<file path="src/rtl/ks_sub_pipe_32.sv">
// Kogge-Stone subtractor: Y = A - B - BIN, computed as A + ~B + ~BIN.
// The pipeline has three register stages with a valid/ready handshake.
// S1 holds the init generate/propagate terms. S2 holds the first half of the
// prefix levels. S3 holds the difference and the BOUT/OVF/ZERO flags.
module ks_sub_pipe_32 #(
  parameter int WIDTH = 32
) (
  input  logic             CLK,
  input  logic             RST_N,
  input  logic [WIDTH-1:0] A,
  input  logic [WIDTH-1:0] B,
  input  logic             BIN,
  input  logic             IN_VALID,
  output logic             IN_READY,
  output logic [WIDTH-1:0] Y,
  output logic             BOUT,
  output logic             OVF,
  output logic             ZERO,
  output logic             OUT_VALID,
  input  logic             OUT_READY
);

  localparam int L = $clog2(WIDTH);
  localparam int H = (L + 1) / 2;

  // One Kogge-Stone prefix level at the given span; bits below span pass through
  function automatic logic [2*WIDTH-1:0] ks_level(
    input logic [WIDTH-1:0] g,
    input logic [WIDTH-1:0] p,
    input int               span
  );
    logic [WIDTH-1:0] g_o;
    logic [WIDTH-1:0] p_o;
    g_o = g;
    p_o = p;
    for (int i = 0; i < WIDTH; i++) begin
      if (i >= span) begin
        g_o[i] = g[i] | (p[i] & g[i-span]);
        p_o[i] = p[i] & p[i-span];
      end
    end
    return {g_o, p_o};
  endfunction

  logic             adv;

  logic             vld_p1;
  logic [WIDTH-1:0] g_p1;
  logic [WIDTH-1:0] p_p1;
  logic             cin_p1;

  logic             vld_p2;
  logic [WIDTH-1:0] g_p2;
  logic [WIDTH-1:0] p_p2;
  logic [WIDTH-1:0] p_init_p2;
  logic             cin_p2;

  logic             vld_p3;
  logic [WIDTH-1:0] y_p3;
  logic             bout_p3;
  logic             ovf_p3;
  logic             zero_p3;

  logic [WIDTH-1:0] g_s2;
  logic [WIDTH-1:0] p_s2;
  logic [WIDTH-1:0] g_s3;
  logic [WIDTH-1:0] p_s3;
  logic [WIDTH:0]   carry_s3;
  logic [WIDTH-1:0] y_s3;
  logic             bout_s3;
  logic             ovf_s3;
  logic             zero_s3;

  // All stages move together; the pipe stalls only when a held result is not taken
  assign adv      = ~vld_p3 | OUT_READY;
  assign IN_READY = adv;

  // ---- stage 1: init cells (G = A & ~B, P = A ^ ~B) and inverted borrow-in ----
  // Capture the init generate/propagate terms and the carry-in for a valid operand set
  always_ff @(posedge CLK or negedge RST_N) begin
    if (!RST_N) begin
      vld_p1 <= 1'b0;
      g_p1   <= '0;
      p_p1   <= '0;
      cin_p1 <= 1'b0;
    end else if (adv) begin
      vld_p1 <= IN_VALID;
      if (IN_VALID) begin
        g_p1   <= A & ~B;
        p_p1   <= A ^ ~B;
        cin_p1 <= ~BIN;
      end
    end
  end

  // ---- stage 2: prefix levels 1..H ----
  // Apply the lower prefix levels at spans 1, 2, 4, ... up to level H
  always_comb begin
    g_s2 = g_p1;
    p_s2 = p_p1;
    for (int lv = 0; lv < H; lv++) begin
      {g_s2, p_s2} = ks_level(g_s2, p_s2, 1 << lv);
    end
  end

  // Register the half-resolved prefix terms and keep the init propagate for the sum
  always_ff @(posedge CLK or negedge RST_N) begin
    if (!RST_N) begin
      vld_p2    <= 1'b0;
      g_p2      <= '0;
      p_p2      <= '0;
      p_init_p2 <= '0;
      cin_p2    <= 1'b0;
    end else if (adv) begin
      vld_p2 <= vld_p1;
      if (vld_p1) begin
        g_p2      <= g_s2;
        p_p2      <= p_s2;
        p_init_p2 <= p_p1;
        cin_p2    <= cin_p1;
      end
    end
  end

  // ---- stage 3: remaining prefix levels, carries, sum and flags ----
  // Finish the prefix tree, fold in the carry-in, and form the difference and flags
  always_comb begin
    g_s3 = g_p2;
    p_s3 = p_p2;
    for (int lv = H; lv < L; lv++) begin
      {g_s3, p_s3} = ks_level(g_s3, p_s3, 1 << lv);
    end
    carry_s3 = {g_s3 | (p_s3 & {WIDTH{cin_p2}}), cin_p2};
    y_s3     = p_init_p2 ^ carry_s3[WIDTH-1:0];
    bout_s3  = ~carry_s3[WIDTH];
    ovf_s3   = carry_s3[WIDTH] ^ carry_s3[WIDTH-1];
    zero_s3  = ~|y_s3;
  end

  // Output register; it holds its result while the consumer stalls
  always_ff @(posedge CLK or negedge RST_N) begin
    if (!RST_N) begin
      vld_p3  <= 1'b0;
      y_p3    <= '0;
      bout_p3 <= 1'b0;
      ovf_p3  <= 1'b0;
      zero_p3 <= 1'b0;
    end else if (adv) begin
      vld_p3 <= vld_p2;
      if (vld_p2) begin
        y_p3    <= y_s3;
        bout_p3 <= bout_s3;
        ovf_p3  <= ovf_s3;
        zero_p3 <= zero_s3;
      end
    end
  end

  assign Y         = y_p3;
  assign BOUT      = bout_p3;
  assign OVF       = ovf_p3;
  assign ZERO      = zero_p3;
  assign OUT_VALID = vld_p3;

endmodule

</file>
<file path="config.mk">
export PLATFORM = sky130hd
export DESIGN_NAME = ks_sub_pipe_32
export DESIGN_NICKNAME = d
export VERILOG_FILES = /design/src/rtl/ks_sub_pipe_32.sv
export SDC_FILE = /design/constraint.sdc
export NUM_CORES = 1
export LEC_CHECK = 0
export ABC_AREA = 1
export CAP_MARGIN = 20
export CORE_MARGIN = 4
export CORE_UTILIZATION = 40
export CTS_BUF_LIST = sky130_fd_sc_hd__clkbuf_8
export DETAILED_ROUTE_END_ITERATION = 6
export GPL_TIMING_DRIVEN = 0
export HOLD_SLACK_MARGIN = 0.05
export PLACE_DENSITY = 0.58
export SETUP_SLACK_MARGIN = 0.15
export SLEW_MARGIN = 10
export SYNTH_ARGS = -nofsm -noshare
export SYNTH_HDL_FRONTEND = slang
export SYNTH_SLANG_ARGS = --single-unit
</file>
<file path="constraint.sdc">
create_clock -name CLK -period 1.5 [get_ports CLK]
set_input_delay 0.3 -clock CLK [delete_from_list [all_inputs] [get_ports CLK]]
set_output_delay 0.3 -clock CLK [all_outputs]
set_load 0.05 [all_outputs]
</file>
=== Word level (Yosys, flattened, before mapping) ===
Cells that the tools add are included.

* Register bits: 200
* Latch bits: 0
* Memory bits (writable): 0
* ROM bits: 0
* Input port bits: 69
* Output and inout bits: 37
* Logic and storage cells: 417
* Memories kept: 0

* Add/subtract/negate cells: 0
* $mul: 0
* Div/mod/pow operators: 0
* Magnitude comparators: 0
* Equal/unequal tests: 0
* Shift operators: 0
* Mux-type cells: 0
* Bitwise operators: 398
* Reduce and logical (&&, ||, !) cells: 5

{| class="wikitable"
|+ Operator list
! kind !! number
|-
| bitwise AND 1 bit || 258
|-
| OR 1 bit || 130
|-
| bitwise AND 32 bit || 2
|-
| bitwise XOR 32 bit || 2
|-
| NOT 32 bit || 1
|-
| OR 32 bit || 1
|-
| OR reduction 32 bit || 1
|-
| AND reduction 2 bit || 3
|-
| NOT 1 bit || 3
|-
| zero test 1 bit || 1
|-
| bitwise XOR 1 bit || 1
|}

=== Depth between registers and ports, before layout ===
Gate-level depths: netlist of run 1.

* Depth in word-level cells: 8
* Depth in mapped cells: 12
* Mapped depth without buffers: 11

=== Least setup slack after synthesis of run 1 ===
No wires, ideal clock.

* Path type: register to register
* Start: register vld_p3, in the netlist OUT_VALID
* End: register g_p1[10]
* Setup time: 0.125 ns
* Data arrival time: 1.858 ns
* Data required time: 1.375 ns
* Slack: -0.483 ns
* Cell stages (with the launch flop): 6
* Buffers on the path: 2
* Period minus slack after synthesis: 1.983 ns
* Cells stage by stage: dfrtp_1 > nand2_2 > nand2_1 > buf_2 > buf_2 > mux2_2

* Cells in the longest elaborated chain, start to end: 3

{| class="wikitable"
|+ RTL lines
! item !! line !! source
|-
| start, declared || 58 || <nowiki>logic vld_p3;</nowiki>
|-
| start signal, assigned || 149 || <nowiki>vld_p3 <= vld_p2;</nowiki>
|-
| NOT 1 bit || 75 || <nowiki>assign adv = ~vld_p3 | OUT_READY;</nowiki>
|-
| OR 1 bit || 75 ||
|-
| via IN_READY || 14 || <nowiki>output logic IN_READY,</nowiki>
|-
| AND reduction 2 bit (no line) || n/a ||
|-
| end signal, assigned || 89 || <nowiki>g_p1 <= A & ~B;</nowiki>
|-
| end, declared || 48 || <nowiki>logic [WIDTH-1:0] g_p1;</nowiki>
|}

The timed path passes the listed nets, and every way through them passes these cells.
A chain may end at the register's enable or synchronous reset.

=== Worst setup path after layout of run 1 ===
* Start: register cin_p2
* End: register zero_p3, in the netlist ZERO

* Elaborated cells between the ends (all ways): 5
* Those cells by class: 3 x bitwise; 2 x reduce/logical

{| class="wikitable"
|+ RTL lines
! item !! line !! source
|-
| start, declared || 56 || <nowiki>logic cin_p2;</nowiki>
|-
| start signal, assigned || 120 || <nowiki>cin_p2 <= cin_p1;</nowiki>
|-
| bitwise XOR 32 bit || 134 || <nowiki>y_s3 = p_init_p2 ^ carry_s3[WIDTH-1:0];</nowiki>
|-
| via y_s3[0] || 69 || <nowiki>logic [WIDTH-1:0] y_s3;</nowiki>
|-
| OR reduction 32 bit || 137 || <nowiki>zero_s3 = ~|y_s3;</nowiki>
|-
| zero test 1 bit || 137 ||
|-
| end signal, assigned || 154 || <nowiki>zero_p3 <= zero_s3;</nowiki>
|-
| end, declared || 62 || <nowiki>logic zero_p3;</nowiki>
|}

The timed path passes the listed nets, and every way through them passes these cells.

==> impl_metrics.yaml, run 1 <==
clock_network:
  htree_num_levels: 4
  clk_path_buf_depth: 2
  insertion_delay_ns: 0.49
  path_clk_slew_ns: 0.11
  numCtsBuffers: 17
  cts_sinks: 199
  cts_tree: "yes"
  cts_root_buf: "clkbuf_8"
floorplanning:
  core_mm2: 0.02375
  die_y_um: 164.2
  die_area_mm2: 0.02695
  start_util_pct: 41.06
  die_w_um: 164.2
  rows: 56
  ios: 106
critical_path:
  end_kind: "flip-flop"
  cp.required_ns: 1.92
  cp_cell_sequence: "ha_4 -> nand3b_1 -> nor2_1 -> nand3_1 -> nor2_2 -> nand2_1 -> nor2_2 -> nand3_1 -> nand2_1"
  startpoint_type: "flip-flop"
  worst-path-buf-inv: 0
  slowest_delay_ns: 0.50
  crit_path_top_delay_cell: "dfrtp_2"
  arrival_ns: 2.18
  cp_top_family: "simple AND/OR/NAND/NOR gates"
  cp_max_fo: 4
  crit_type: "flip-flop to flip-flop"
grt:
  grt_pass1_wl_mm: 52.44
  overflow: 0
  globalRouteTotalUtil_pct: 26.13
  grt_max_degree: 107
  grt_antenna_before_repair: 0
  first_global_vias: 8821
sta:
  period_share_pct: 116.8
  maxSlewViolCount: 0
  rsz0062_at_grt: "yes"
  fin_crit_ns: 1.752
  hold_viol: 93
  holdWs_ns: -0.1645
  worst_slack_ns: -0.2521
  tns_ns: -3.638
  relSlewSlack_pct: 51.32
  finalSetupViolCount: 98
  worstMarginPinSlew_ns: 0.7302
  fmax_ghz: 0.5707
  clock_skew_ns: 0.02218
yosys:
  synth_area_leaders: "dfrtp_1 51%, nand2_1 11%, inv_1 5.2%, o21ai_0 4.8%, a21oi_1 4.8%"
  synth-main-ff-cell: "dfrtp_1"
  synth.most_common_cell: "nand2_1"
  synthCells: 1145
  synth_common_cells: "283 x nand2_1, 199 x dfrtp_1, 134 x inv_1"
  synth-seq-cells: 199
  ys_seq_area_share_pct: 51.06
  synthesis.area_mm2: 0.009753
  avgSynthCellArea_um2: 8.518
  synth_top_area_share_pct: 51.06
  syn-num-nets: 1247
  synth_top_cell_by_area: "dfrtp_1"
  synth_edf_count: 0
  async_flop_share_pct: 100.0
  ys_warn_count: 0
  ys_types: 36
detailed_routing:
  drcViolationCount: 0
  dr_wl_met2_mm: 16.42
  first_pass_iters: 5
  vias: 9031
  drtAntennaViolNets: 0
  met3_length_mm: 2.324
  dr.max_layer_used: "met4"
  viasPerCell: 5.284
  wirelength_mm: 35.16
  met1Wirelength_mm: 15.12
  drtIter0Drc: 698
  wl_per_cell_um: 20.58
outcome:
  violations: "negative hold slack, negative setup slack"
  status: "complete, but fails checks"
pwr:
  p_leak_nw: 7.313
  peakVddDrop_mv: 1.053
  powerDensity_mw_per_mm2: 1915
placement:
  gp_congestion: 0.9682
  dp_hpwl_mm: 23.63
  port_buffers: 105
layout:
  diodes: 0
  drive_gt1_share_pct: 38.42
  nets: 1479
  fin_util_pct: 64.12
  fillers: 1972
  syn_to_final_growth_pct: 56.15
min_path:
  hold_path_class: "input pin to asynchronous set/reset pin"
job:
  max_cap_violations: 0
## cell usage in the layout (no fill, tap or decap), types with 6 or more instances in the layout
cell type and n:
a21oi_1 52, a21oi_2 41, a31oi_1 18, buf_12 28, buf_16 22, buf_4 43
buf_6 66, buf_8 15, clkbuf_16 8, clkbuf_8 18, clkdlybuf4s50_1 67, dfrtp_1 193
dfrtp_2 6, ha_1 32, inv_1 127, inv_2 6, mux2_4 30, nand2_1 192
nand2_2 57, nand2_4 39, nand3_1 33, nand3_2 17, nand3b_1 11, nor2_1 59
nor2_2 9, nor2_4 35, o21ai_0 26, o21ai_1 33, o21ai_2 35, o221ai_2 8
## stage by stage
stage | setup WS, ns | area (um2) | std cells | total power, mW
6_report | -0.2521 | 15230 | 1709 | 29.17
5_1_grt | -0.3164 | 15230 | 1709 | 30.72
4_1_cts | -0.2131 | 14110 | 1681 | 27.06
3_5_place_dp | -0.5371 | 11410 | 1570 | 19.53
3_3_place_gp | -9.192 | 11380 | 1569 | 19.38
2_1_floorplan | -0.03442 | 9930 | 1145 | 15.49
## final timing paths
kind | startpoint | endpoint | slack (ns) | cells after the start
max reg2reg | cin_p2 | ZERO | -0.25 | 9
max | cin_p2 | ZERO | -0.25 | 9
min reg2reg | g_p2[26] | g_p2[26] | 0.50 | 2
max in group asynchronous | RST_N | p_p1[29] | 0.63 | 2
min | RST_N | Y[4] | -0.16 | 1
min in group CLK | BIN | cin_p1 | 0.37 | 2
## cells by family after synthesis
group / synth area share (%)
DFF: 51.06
adders and majority gates: 4.234
xor gates and xnor gates: 0.3593
AOI/OAI and AO/OA: 13.51
buffers and inverters: 7.081
muxes: 3.464
and+or+nand+nor: 20.30
## what timing repair did
item | in CTS | in global routing
pin swaps | 39 | 56
gates cloned | 28 | 2
setup endpoints to repair | 215 | 231
buffers inserted | 51 | 27
hold endpoints to repair | 93 | 93
resized for setup | 616 | 237
## sequential cells by signal, summed over array words and instances (netlist names)
| signal | count |
|---|---|
| BOUT | 1 |
| OUT_VALID | 1 |
| OVF | 1 |
| Y | 32 |
| ZERO | 1 |
| cin_p1 | 1 |
| cin_p2 | 1 |
| g_p1 | 32 |
| g_p2 | 32 |
| p_init_p2 | 31 |
| p_p1 | 32 |
| p_p2 | 32 |
| vld_p1 | 1 |
| vld_p2 | 1 |
## layer usage
metal	vias up	track usage (%)
met2	313	40.64
met4	0	10.75
li1	4236	-
met1	4416	36.66
met5	-	0
met3	66	3.890
## worst register-to-register path: stages, from the launching register on
cell      delay [ns]
dfrtp_2         0.50
ha_4            0.26
nand3b_1        0.26
nor2_1          0.15
nand3_1         0.10
nor2_2          0.11
nand2_1         0.08
nor2_2          0.09
nand3_1         0.08
nand2_1         0.06
## report_power, final
part | total, mW | internal, mW | switching [mW]
clock | 3.60 | 1.54 | 2.06
sequential | 9.47 | 7.25 | 2.22
combinational | 16.1 | 7.12 | 8.98
## area by class of cell
cell class | instances | area (um2) | share of cell area [%]
inverters | 135 | 521.8 | 3.426
repair buffers | 214 | 2676 | 17.57
flip-flops and latches | 199 | 4987 | 32.75
plain buffers | 37 | 689.4 | 4.527
multi-input cells | 773 | 5558 | 36.49
clock buffers | 18 | 247.7 | 1.627
clock inverters | 14 | 150.1 | 0.9859
well taps | 319 | 399.1 | 2.621
No activity file was read; power rests on OpenSTA's default activity.
==> run 2: changes to the inputs <==
--- a/config.mk
+++ b/config.mk
@@ -10,6 +10,7 @@
 export CORE_MARGIN = 4
 export CORE_UTILIZATION = 40
 export CTS_BUF_LIST = sky130_fd_sc_hd__clkbuf_8
+export CTS_CLUSTER_SIZE = 12
 export DETAILED_ROUTE_END_ITERATION = 6
 export GPL_TIMING_DRIVEN = 0
 export HOLD_SLACK_MARGIN = 0.05
==> results of run 2 <==
No change in the layout: final DEF, timing and power equal those of run 1.
==> run 3: changes to the inputs <==
--- a/config.mk
+++ b/config.mk
@@ -14,7 +14,7 @@
 export DETAILED_ROUTE_END_ITERATION = 6
 export GPL_TIMING_DRIVEN = 0
 export HOLD_SLACK_MARGIN = 0.05
-export PLACE_DENSITY = 0.58
+export PLACE_DENSITY = 0.56
 export SETUP_SLACK_MARGIN = 0.15
 export SLEW_MARGIN = 10
 export SYNTH_ARGS = -nofsm -noshare
==> constraint.sdc (replaced) <==
create_clock -name CLK -period 2.1 [get_ports CLK]
set_input_delay 0.42 -clock CLK [delete_from_list [all_inputs] [get_ports CLK]]
set_output_delay 0.42 -clock CLK [all_outputs]
set_load 0.05 [all_outputs]
==> impl_metrics.yaml, run 3 (synthesis gave the netlist of run 1 again) <==
outcome:
  status: "finished clean"
critical_path:
  arrival_ns: 1.45
  cp_cell_sequence: "dlygate4sd2_1"
  worstSetupStartpoint: "OUT_VALID"
  slowest_delay_ns: 0.55
  worst-path-buf-inv: 1
  ff2ff_setup_slack_ns: 0.23
  crit_end: "OUT_VALID"
  startpoint_type: "flip-flop"
  reg2regPathDepth: 7
  r2r-end: "g_p2[6]"
  cp.required_ns: 1.68
  crit_type: "flip-flop to primary output"
  r2r-start: "OUT_VALID"
  end_kind: "primary output"
  crit_path_top_delay_cell: "dlygate4sd2_1"
  cp_max_fo: 3
  path_depth: 1
  cp_top_family: "buffers and inverters"
min_path:
  hold_path_class: "input pin to asynchronous set/reset pin"
layout:
  diodes: 0
  final_common_cell: "nand2_1"
  final_cells: 1608
  fillers: 2386
  syn_to_final_growth_pct: 20.60
  layout_common_cells: "283 x nand2_1, 196 x dfrtp_1, 135 x inv_1, 100 x nor2_1, 94 x o21ai_0"
  nets: 1378
  drive_gt1_share_pct: 10.16
  multi_input_area_mm2: 0.004110
  ff_latch_area_mm2: 0.004984
placement:
  dp.cells: 1571
  dp_hpwl_mm: 23.71
  gp_congestion: 0.8853
  port_buffers: 105
floorplanning:
  die_y_um: 164.2
  ios: 106
  start_util_pct: 41.06
  die_area_mm2: 0.02695
  die_w_um: 164.2
  core_mm2: 0.02375
  rows: 56
clock_network:
  insertion_delay_ns: 0.48
  cts_sinks: 199
  cts_root_buf: "clkbuf_8"
  numCtsBuffers: 17
  path_clk_slew_ns: 0.11
  cts_tree: "yes"
  clk_path_buf_depth: 2
  htree_num_levels: 4
grt:
  first_global_vias: 7861
  grt_max_degree: 88
  overflow: 0
  grt_antenna_before_repair: 0
  grt_pass1_wl_mm: 45.53
  globalRouteTotalUtil_pct: 22.64
job:
  max_cap_violations: 0
sta:
  period_share_pct: 89.03
  maxSlewViolCount: 0
  fmax_ghz: 0.5349
  hold_viol: 0
  fin_crit_ns: 1.870
  finalSetupViolCount: 0
  clock_skew_ns: 0.01468
  rsz0062_at_grt: "yes"
  relSlewSlack_pct: 55.77
  worstMarginPinSlew_ns: 0.6635
pwr:
  powerDensity_mw_per_mm2: 1394
  power.total_mw: 16.39
  p_switching_mw: 7.556
  intPower_mw: 8.838
  swShare_pct: 46.09
  p_seq_share_pct: 39.4
  clkPwrFrac_pct: 17.4
  peakVddDrop_mv: 0.6950
  p_comb_share_pct: 43.2
  p_leak_nw: 5.864
detailed_routing:
  drtIter0Drc: 648
  drcViolationCount: 0
  wirelength_mm: 29.91
  wl_per_cell_um: 18.60
  drtAntennaViolNets: 0
  first_pass_iters: 5
  vias: 8277
  viasPerCell: 5.147
## run 3: worst min-delay path by stage
stage	cells after the start	endpoint	slack [ns]	start
2_1_floorplan	0	BOUT	0.12	RST_N
3_3_place_gp	2	ZERO	0.46	ZERO
3_5_place_dp	1	Y[3]	0.29	RST_N
4_1_cts	2	Y[3]	0.36	RST_N
5_1_grt	2	Y[2]	0.37	RST_N
6_report	2	Y[3]	0.36	RST_N
## run 3: layer usage
metal	vias up	routed length [um]	GRT usage, %
met5	-	0	0
met4	0	407	5.299
met1	4012	14470	34.16
met3	25	1558	2.886
li1	4017	-	-
met2	223	13470	34.81
## run 3: through the flow
| stage | TNS [ns] | setup WS [ns] | area, um2 | hold WS (ns) | utilization [%] |
|---|---|---|---|---|---|
| after detailed placement | -34.94 | -0.4237 | 11260 | 0.2927 | 47.42 |
| after global routing | 0 | 0.1359 | 11760 | 0.3712 | 49.52 |
| final | 0 | 0.2303 | 11760 | 0.3614 | 49.52 |
| after floorplan | 0 | 0.3006 | 9754 | 0.1244 | - |
| after global placement | -1619.96 | -8.709 | 11200 | 0.4639 | 47.17 |
| after CTS | 0 | 0.1654 | 11710 | 0.3629 | 49.32 |
## run 3: layout make-up
type | instances | area share [%]
multi-input combinational | 773 | 34.94
timing repair buffer | 112 | 9.361
buffer | 38 | 1.702
tap | 319 | 3.393
clock buffer | 20 | 2.340
inverter | 135 | 4.308
sequential | 199 | 42.37
clock inverter | 12 | 1.585
## run 3: power by group through the flow
stage          clock network [mW]  registers (mW)  logic [mW]
2_1_floorplan                   0            7.19        3.66
3_3_place_gp                    0            6.50        7.14
4_1_cts                      2.92            6.41        7.04
3_5_place_dp                    0            6.52        7.20
5_1_grt                      3.06            6.61        7.81
6_report                     2.85            6.45        7.08
## run 3: what timing repair did
action / CTS / global route
gates resized for setup: 48 / 8
hold buffers: 1 / 0
cloned: 0 / 0
setup buffers: 2 / 2
pin swaps: 0 / 1
hold endpoints to repair: 30 / 0
endpoints found under the setup margin: 78 / 18
